===== config.mk =====
export PLATFORM = sky130hd
export DESIGN_NAME = lcd_frame_streamer
export DESIGN_NICKNAME = d
export VERILOG_FILES = /design/src/rtl/lcd_frame_streamer_pkg.sv /design/src/rtl/lcd_frame_streamer_init_rom.sv /design/src/rtl/lcd_frame_streamer.sv
export SDC_FILE = /design/constraint.sdc
export NUM_CORES = 1
export LEC_CHECK = 0
export BUFFER_PORTS_ARGS = -buffer_cell sky130_fd_sc_hd__buf_2
export CORE_ASPECT_RATIO = 0.8
export CORE_MARGIN = 2
export CORE_UTILIZATION = 60
export CTS_CLUSTER_DIAMETER = 150
export DETAILED_ROUTE_END_ITERATION = 8
export MAX_ROUTING_LAYER = met4
export PLACE_DENSITY = 0.87
export SLEW_MARGIN = 20
export SYNTH_ARGS = -nofsm -noshare
export SYNTH_HDL_FRONTEND = slang
export SYNTH_HIERARCHICAL = 1
export SYNTH_SLANG_ARGS = --single-unit

===== constraint.sdc =====
create_clock -name clk -period 2.95 [get_ports clk]
set_input_delay 0.1475 -clock clk [delete_from_list [all_inputs] [get_ports clk]]
set_output_delay 0.1475 -clock clk [all_outputs]
set_load 0.01 [all_outputs]

===== src/rtl/lcd_frame_streamer_pkg.sv =====
// Shared definitions for the LCD frame streamer: FSM states, opcodes and
// the controller power-up init sequence.
package lcd_frame_streamer_pkg;

  typedef enum logic [2:0] {
    ST_IDLE, ST_INIT, ST_PRE, ST_FETCH, ST_LATCH, ST_SEND, ST_DONE
  } state_t;

  localparam int INIT_LEN = 13;

  localparam logic [7:0] PAGE_ADDR = 8'hB0;
  localparam logic [7:0] COL_HI    = 8'h10;
  localparam logic [7:0] COL_LO    = 8'h00;

  // bit8 of an output word: 1 = instruction, 0 = display data
  localparam logic INST = 1'b1;
  localparam logic DATA = 1'b0;

  // index 0 is the first byte sent
  localparam logic [INIT_LEN-1:0][7:0] INIT_BYTES = {
    8'hAF, 8'h90, 8'hFA, 8'h10, 8'h81, 8'h27, 8'h2F,
    8'hA2, 8'hA6, 8'hA4, 8'hC0, 8'hA1, 8'h40
  };

endpackage


===== src/rtl/lcd_frame_streamer_init_rom.sv =====
// Combinational init-sequence ROM: 4-bit index -> command byte.
module lcd_init_rom
  import lcd_frame_streamer_pkg::*;
(
  input  logic [3:0] idx,
  output logic [7:0] data
);

  always_comb begin
    data = 8'h00;
    case (idx)
      4'd0:  data = INIT_BYTES[0];
      4'd1:  data = INIT_BYTES[1];
      4'd2:  data = INIT_BYTES[2];
      4'd3:  data = INIT_BYTES[3];
      4'd4:  data = INIT_BYTES[4];
      4'd5:  data = INIT_BYTES[5];
      4'd6:  data = INIT_BYTES[6];
      4'd7:  data = INIT_BYTES[7];
      4'd8:  data = INIT_BYTES[8];
      4'd9:  data = INIT_BYTES[9];
      4'd10: data = INIT_BYTES[10];
      4'd11: data = INIT_BYTES[11];
      4'd12: data = INIT_BYTES[12];
      default: data = 8'h00;
    endcase
  end

endmodule


===== src/rtl/lcd_frame_streamer.sv =====
// Streams an optional init sequence plus a paged framebuffer into the LCD
// SPI command/data FIFO over a valid/ready word interface.
module lcd_frame_streamer
  import lcd_frame_streamer_pkg::*;
#(
  parameter int COLS       = 102,
  parameter int PAGES      = 8,
  parameter int COL_OFFSET = 0,
  parameter int FB_AW      = 10
) (
  input  logic             clk,
  input  logic             rst,
  input  logic             start,
  input  logic             init_en,
  output logic             busy,
  output logic             done,
  output logic             fb_rd,
  output logic [FB_AW-1:0] fb_addr,
  input  logic [7:0]       fb_rdata,
  output logic [8:0]       out_data,
  output logic             out_valid,
  input  logic             out_ready
);

  localparam int CW = (COLS  > 1) ? $clog2(COLS)  : 1;
  localparam int PW = (PAGES > 1) ? $clog2(PAGES) : 1;
  localparam logic [7:0] COL_ADDR = 8'(COL_OFFSET);

  state_t          state, state_nxt;
  logic [3:0]      idx;
  logic [1:0]      pre_idx;
  logic [CW-1:0]   col;
  logic [PW-1:0]   page;
  logic [7:0]      rom_byte;
  logic [7:0]      pre_byte;
  logic            xfer, col_last, page_last;

  lcd_init_rom u_rom (.idx(idx), .data(rom_byte));

  assign xfer      = out_valid & out_ready;
  assign col_last  = (col  == CW'(COLS - 1));
  assign page_last = (page == PW'(PAGES - 1));

  assign busy  = (state != ST_IDLE);
  assign done  = (state == ST_DONE);
  assign fb_rd = (state == ST_FETCH);

  always_comb begin
    pre_byte = COL_LO | {4'h0, COL_ADDR[3:0]};
    case (pre_idx)
      2'd0:    pre_byte = PAGE_ADDR | 8'(page);
      2'd1:    pre_byte = COL_HI | {4'h0, COL_ADDR[7:4]};
      default: pre_byte = COL_LO | {4'h0, COL_ADDR[3:0]};
    endcase
  end

  always_comb begin
    state_nxt = state;
    case (state)
      ST_IDLE:  if (start) state_nxt = init_en ? ST_INIT : ST_PRE;
      ST_INIT:  if (xfer && idx == 4'(INIT_LEN - 1)) state_nxt = ST_PRE;
      ST_PRE:   if (xfer && pre_idx == 2'd2) state_nxt = ST_FETCH;
      ST_FETCH: state_nxt = ST_LATCH;
      ST_LATCH: state_nxt = ST_SEND;
      ST_SEND:
        if (xfer) begin
          if (!col_last)      state_nxt = ST_FETCH;
          else if (!page_last) state_nxt = ST_PRE;
          else                state_nxt = ST_DONE;
        end
      ST_DONE:  state_nxt = ST_IDLE;
      default:  state_nxt = ST_IDLE;
    endcase
  end

  always_ff @(posedge clk) begin
    if (rst) state <= ST_IDLE;
    else     state <= state_nxt;
  end

  // Words are registered and only reloaded once the previous one has gone,
  // so out_ready never reaches out_valid/out_data combinationally.
  always_ff @(posedge clk) begin
    if (rst) begin
      idx       <= '0;
      pre_idx   <= '0;
      col       <= '0;
      page      <= '0;
      fb_addr   <= '0;
      out_valid <= 1'b0;
      out_data  <= '0;
    end else begin
      if (xfer) out_valid <= 1'b0;
      case (state)
        ST_INIT:
          if (!out_valid) begin
            out_valid <= 1'b1;
            out_data  <= {INST, rom_byte};
          end else if (xfer) begin
            idx <= idx + 4'd1;
          end
        ST_PRE:
          if (!out_valid) begin
            out_valid <= 1'b1;
            out_data  <= {INST, pre_byte};
          end else if (xfer) begin
            pre_idx <= (pre_idx == 2'd2) ? 2'd0 : pre_idx + 2'd1;
          end
        ST_LATCH: begin
          out_valid <= 1'b1;
          out_data  <= {DATA, fb_rdata};
        end
        ST_SEND:
          if (xfer) begin
            fb_addr <= fb_addr + FB_AW'(1);
            if (col_last) begin
              col <= '0;
              if (!page_last) page <= page + PW'(1);
            end else begin
              col <= col + CW'(1);
            end
          end
        ST_DONE: begin
          idx     <= '0;
          pre_idx <= '0;
          col     <= '0;
          page    <= '0;
          fb_addr <= '0;
        end
        default: ;
      endcase
    end
  end

endmodule


==> impl_metrics.csv, run 1 <==
group,metric,value,unit
clock_network,cts-root-buf,"clkbuf_8",
power_and_ir_drop,fin_total_pwr,1550,uW
timing,hold_viol_final,0,
drt,wire_per_inst,15.3,um
clock_network,clk_latency,0.29,ns
logic_synthesis,synth_fp_nets,293,
timing,skew,0.00341,ns
drt,drt_pass1_iterations,4,
global_route,grt_max_degree,25,
global_route,use_met3,6.07,%
logic_synthesis,syn_area_per_cell,8.59,um2
place,portBuffers,35,
global_route,gr-usage-met2,38.0,%
timing,worst_pin_slew,0.802,ns
logic_synthesis,ys_ff_latch,39,
power_and_ir_drop,p_leak,0.00102,uW
global_route,overflow,0,
worst_setup_path,crit_arrival,2.26,ns
drt,final_antenna_net_count,0,
clock_network,tritoncts,"yes",
clock_network,cts_buffers,5,
logic_synthesis,synth_flop_cell,"dfxtp_1",
logic_synthesis,yosysSeqAreaShare,33.3,%
final_layout,n_antenna_cell,0,
timing,fmax,0.484,GHz
job,maxCapViolations,0,
clock_network,clockBufferDepth,2,
logic_synthesis,ys_types,65,
global_route,grt_pass1_wl,8740,um
power_and_ir_drop,ir_drop,0.295,mV
worst_setup_path,path_class,"register to register",
final_layout,drive_above_1_share,19.8,%
final_layout,layout_common_cells,"dfxtp_1, buf_2, nor2_1, a21oi_1, nand3_1",
worst_setup_path,end_kind,"register",
global_route,track_usage,26.9,%
worst_setup_path,crit_required,3.14,ns
place,hpwl,3920,um
clock_network,htreeDepth,2,
global_route,grt_use_met1,38.3,%
floorplan,ios,36,
worst_setup_path,r2r_start,"state[1]",
global_route,first_global_vias,1846,
floorplan,fp.dieW,73.9,um
final_layout,finalNetCount,322,
clock_network,cts_hold_buf,0,
drt,first_iter_violations,228,
global_route,antenna_found_initial,0,
hold_path,worstHoldPathCells,4,
clock_network,clkTransAtPathRegs,0.08,ns
hold_path,hp-class,"input pin to register",
logic_synthesis,synth-edff-count,0,
drt,vias,2175,
logic_synthesis,syn_inst,273,
timing,tns,0,ns
floorplan,die_height,59.9,um
worst_setup_path,rrSetupSlack,0.88,ns
timing,slew_headroom,46.5,%
drt,drc,0,
logic_synthesis,yosysWarnings,6,
timing,min_period,2.07,ns
final_layout,n_fill_cell,306,
floorplan,die_area,4430,um2
hold_path,hp-start,"fb_rdata[3]",
global_route,grt_busiest_layer,"met1",
drt,drt-total-wl,5480,um
timing,grt_setup_unrepaired,"false",
final_layout,syn_to_final_growth,11.6,%
power_and_ir_drop,power_density,592,nW/um2
timing,slew_violations,0,
clock_network,cts_resized,0,
worst_setup_path,reg2reg_depth,4,
hold_path,holdPathEnd,"out_data[3]",
floorplan,std_cell_rows,20,
logic_synthesis,async_flop_share,0,%
final_layout,layout_commonest_cell,"dfxtp_1",
floorplan,coreArea,3780,um2
floorplan,start_util,62.1,%
logic_synthesis,syn_area,2350,um2
drt,vias_per_cell,6.08,
clock_network,post_cts_buffers,0,
timing,min_period_over_period,70.1,%
worst_setup_path,critPathLaunchType,"register",
worst_setup_path,cp_max_fo,24,
worst_setup_path,reg2reg_to,"out_data[5]",
clock_network,clock_sinks,39,
run_status,status,"complete, no violations",
timing,setup_viol,0,
place,gp_congestion,0.922,
## critical path: stages (launching register included)
cell,delay [ns]
dfxtp_1,0.79
or4b_4,0.55
o211ai_2,0.18
o21ai_1,0.12
o311a_1,0.30
## sequential cells by signal, indices dropped and copies added, names as in the netlist
| register | flops |
|---|---|
| col | 7 |
| fb_addr | 10 |
| idx | 4 |
| out_data | 9 |
| out_valid | 1 |
| page | 3 |
| pre_idx | 2 |
| state | 3 |
## stage by stage
stage               cells  cell area (um2)  setup slack (ns)  hold slack [ns]  utilization (%)
floorplan             273             2350              1.32            0.227                -
global placement      350             2520             0.968            0.438             66.7
detailed placement    350             2520             0.930            0.444             66.7
CTS                   358             2620             0.907            0.208             69.3
global route          358             2620             0.679            0.225             69.3
finish                358             2620             0.882            0.216             69.3
## cells in the mapped netlist (all sizes together), types with 9 or more instances
cell    instances  area share [%]
nand3          15             3.2
inv            11             1.8
o21ai          18             4.5
buf             9             2.7
nand2          14             2.3
nor2b           9             2.5
a21oi          17             3.6
a211oi          9             3.1
dfxtp          39              33
nor2           29             4.6
## layout make-up
cell class	instances	area (um2)	share of cell area, %
flip-flops and latches	39	781	29.8
repair buffers	37	190	7.26
multi-input cells	208	1440	54.9
well taps	55	68.8	2.63
clock buffers	8	100	3.82
inverters	11	41.3	1.58
## report_power, final
part           total, uW  switching, uW  leakage [uW]  internal, uW
clock                400            187     0.0000515           213
combinational        482            269      0.000656           213
sequential           668           85.4      0.000316           583
total               1550            541       0.00102          1010
## layer usage
metal	up-vias	share of wire, %
li1	1080	-
met1	1020	49
met2	68	43
met3	7	7.1
met4	0	1.1
met5	-	0
## how the worst max path moves through the flow
| stage | from | to | slack (ns) | cells after the start |
|---|---|---|---|---|
| after floorplan | col[1] | col[6] | 1.32 | 7 |
| after global placement | state[1] | out_data[5] | 0.97 | 4 |
| after detailed placement | state[1] | out_data[5] | 0.93 | 4 |
| after CTS | state[1] | out_data[5] | 0.91 | 4 |
| after global routing | state[1] | fb_addr[9] | 0.68 | 3 |
| final | state[1] | out_data[5] | 0.88 | 4 |
## cells by family (layout without fill, tap and decap cells)
group / count (synthesis) / in the layout / share of synthesized area (%)
buffers and inverters: 26 / 56 / 5.44
xor gates and xnor gates: 11 / 11 / 4.11
and+or+nand+nor: 108 / 108 / 27.0
DFF: 39 / 39 / 33.3
adders and majority gates: 7 / 7 / 3.73
AOI/OAI and AO/OA: 82 / 82 / 26.4
(Power assumes the default switching activity.)
==> run 2, diff against run 1 <==
ABC_AREA = 1   (was not set)
CORE_UTILIZATION = 50   (was 60)
PLACE_DENSITY = 0.78   (was 0.87)
clock period = 1.7 ns   (was 2.95 ns; I/O delays follow)
==> run 2 against run 1 <==
  * Setup slack got worse by 0.70 ns
  * Hold slack got worse by 0.090 ns
  * Core utilization decreased by 11 points
  * Fmax increased by 36%
  * Register-to-register slack got worse by 0.70 ns
  * Cell count increased by 30%
  * Wire length decreased by 1.8%
  * Via count increased by 7.2%
  * Cell area increased by 0.48%
  * Sequential share of layout area decreased by 0.094 points
  * Clock skew increased by 0.0032 ns
  * Combinational power increased to 2.7 times the previous value
  * Critical endpoint is now page[0]
  * Largest cell class unchanged
==> impl_metrics.csv, run 2 <==
group,metric,value,unit
power_and_ir_drop,seq_power_share,37.8,%
power_and_ir_drop,power_density,1170,nW/um2
worst_setup_path,critPathLaunchType,"register",
drt,final_antenna_net_count,0,
clock_network,htreeDepth,2,
final_layout,top_register,"fb_addr",
timing,setup_viol,0,
timing,min_period_over_period,89.3,%
logic_synthesis,syn_area_per_cell,6.32,um2
place,placed_cells,458,
timing,tns,0,ns
global_route,track_usage,24.0,%
logic_synthesis,synth_compound_area_share,11.5,%
timing,grt_setup_unrepaired,"false",
power_and_ir_drop,p_sw_share,41.4,%
logic_synthesis,ys_types,29,
final_layout,largestRegisters,"fb_addr (10), out_data (9), col (7)",
global_route,first_global_vias,2163,
global_route,grt_pass1_wl,9610,um
logic_synthesis,synth_mux_area_share,0,%
logic_synthesis,synth_top_area_cell,"dfxtp_1",
drt,wire_per_inst,11.5,um
final_layout,layout_common_cells,"nand2_1, nor2_1, inv_1, dfxtp_1, buf_2",
drt,drt_pass1_iterations,4,
clock_network,cts_buffers,5,
run_status,status,"complete, no violations",
clock_network,tritoncts,"yes",
logic_synthesis,syn_inst,363,
global_route,overflow,0,
drt,drc,0,
hold_path,hp-start,"fb_rdata[6]",
final_layout,ff_latch_area,782,um2
logic_synthesis,syn_area,2290,um2
worst_setup_path,cp_max_fo,11,
timing,fmax,0.659,GHz
drt,vias_per_cell,4.99,
clock_network,clock_sinks,39,
logic_synthesis,yosysSeqAreaShare,34.0,%
logic_synthesis,synth_area_leaders,"dfxtp_1, nand2_1, nor2_1, inv_1, nand3_1",
logic_synthesis,netlist.area_leader.share,34.0,%
clock_network,clkTransAtPathRegs,0.07,ns
worst_setup_path,reg2reg_depth,7,
logic_synthesis,synthAdderAreaFrac,3.82,%
final_layout,largest_register_ffs,10,
clock_network,cts_hold_buf,0,
logic_synthesis,ys_ff_latch,39,
global_route,antenna_found_initial,0,
logic_synthesis,synth_flop_cell,"dfxtp_1",
power_and_ir_drop,p_leak,0.00127,uW
floorplan,ios,36,
final_layout,n_antenna_cell,0,
worst_setup_path,cp-startpoint,"out_valid",
power_and_ir_drop,clockPowerShare,19.7,%
logic_synthesis,synth_top_family_by_area,"simple AND/OR/NAND/NOR gates",
floorplan,die_height,64.6,um
clock_network,clk_latency,0.29,ns
drt,first_iter_violations,144,
floorplan,coreArea,4490,um2
logic_synthesis,yosys-top-cells-count,"nand2_1, nor2_1, inv_1, dfxtp_1, nand3_1",
power_and_ir_drop,p_sw,1270,uW
logic_synthesis,synth-edff-count,0,
worst_setup_path,crit_required,1.88,ns
logic_synthesis,synth-simple-area-share,39.3,%
timing,min_period,1.52,ns
hold_path,hp-class,"input pin to register",
worst_setup_path,path_class,"register to register",
floorplan,die_area,5150,um2
timing,worst_pin_slew,0.399,ns
power_and_ir_drop,p_int,1810,uW
clock_network,clockBufferDepth,2,
job,maxCapViolations,0,
worst_setup_path,crit_arrival,1.70,ns
final_layout,drive_above_1_share,17.7,%
floorplan,start_util,51.1,%
logic_synthesis,async_flop_share,0,%
final_layout,fin_cells,467,
drt,vias,2332,
floorplan,fp.dieW,79.7,um
final_layout,syn_to_final_growth,14.7,%
timing,slew_headroom,73.2,%
drt,drt-total-wl,5380,um
place,gp_congestion,0.953,
worst_setup_path,r2r_start,"out_valid",
power_and_ir_drop,ir_drop,0.697,mV
timing,hold_viol_final,0,
timing,slew_violations,0,
floorplan,std_cell_rows,22,
logic_synthesis,synth_xor_area_share,0.382,%
final_layout,finalNetCount,426,
worst_setup_path,end_kind,"register",
timing,skew,0.00661,ns
final_layout,n_fill_cell,436,
logic_synthesis,synth_most_common_cell,"nand2_1",
global_route,grt_max_degree,14,
final_layout,multi_input_area,1270,um2
power_and_ir_drop,power_frac_comb,42.4,%
final_layout,layout_commonest_cell,"nand2_1",
place,hpwl,4180,um
clock_network,cts-root-buf,"clkbuf_8",
logic_synthesis,synth_fp_nets,383,
place,portBuffers,35,
logic_synthesis,yosysWarnings,6,
hold_path,worstHoldPathCells,5,
[run 2: final cells by class]
cell class / instances / share of cell area [%]
clock buffers: 7 / 2.90
repair buffers: 42 / 8.65
well taps: 60 / 2.85
multi-input cells: 265 / 48.1
flip-flops and latches: 39 / 29.7
inverters: 53 / 7.56
clock inverters: 1 / 0.190
[run 2: power groups by stage]
stage	Combinational, uW	Sequential (uW)	Clock (uW)
6_report	1310	1170	608
5_1_grt	1510	1180	668
4_1_cts	1290	1160	621
3_5_place_dp	1280	1190	0
3_3_place_gp	1280	1180	0
2_1_floorplan	991	1200	0
[run 2: final timing paths]
check                 to  slack (ns)
max              page[0]        0.18
min          out_data[6]        0.13
max reg2reg      page[0]        0.18
min reg2reg  out_data[4]        0.47
[run 2: logic make-up (layout without fill, tap and decap cells)]
family | count (synthesis) | in the layout
buffers and inverters | 59 | 103
adders and majority gates | 7 | 7
DFF | 39 | 39
AOI/OAI and AO/OA | 48 | 48
and+or+nand+nor | 209 | 209
xor gates and xnor gates | 1 | 1
[run 2: repair_timing]
action | CTS | global route
setup buffers | 0 | 1
setup endpoints to repair | 0 | 6
resized for setup | 0 | 2
hold endpoints to repair | 0 | 0
[run 2: worst max-delay path, stage by stage (launching register included)]
cell,delay [ns]
dfxtp_1,0.44
nand2_1,0.14
inv_1,0.11
nand3_2,0.16
nand2_4,0.17
nand3_1,0.17
nand2_1,0.14
a21oi_1,0.07
[run 2: metrics by stage]
stage	hold WS [ns]	worst slack, ns	utilization (%)	area [um2]	power (uW)
floorplan	0.241	0.321	-	2290	2190
CTS	0.119	0.140	58.3	2620	3080
detailed placement	0.408	0.154	56.5	2540	2470
finish	0.126	0.182	58.6	2630	3080
global placement	0.424	0.138	56.5	2540	2460
global route	0.142	0.00353	58.6	2630	3360
[run 2: layer usage]
metal	wire, um	track usage [%]	vias up
li1	-	-	1232
met1	2740	32.0	1041
met2	2370	38.2	53
met3	228	4.18	6
met4	47	5.60	0
met5	0	-	-
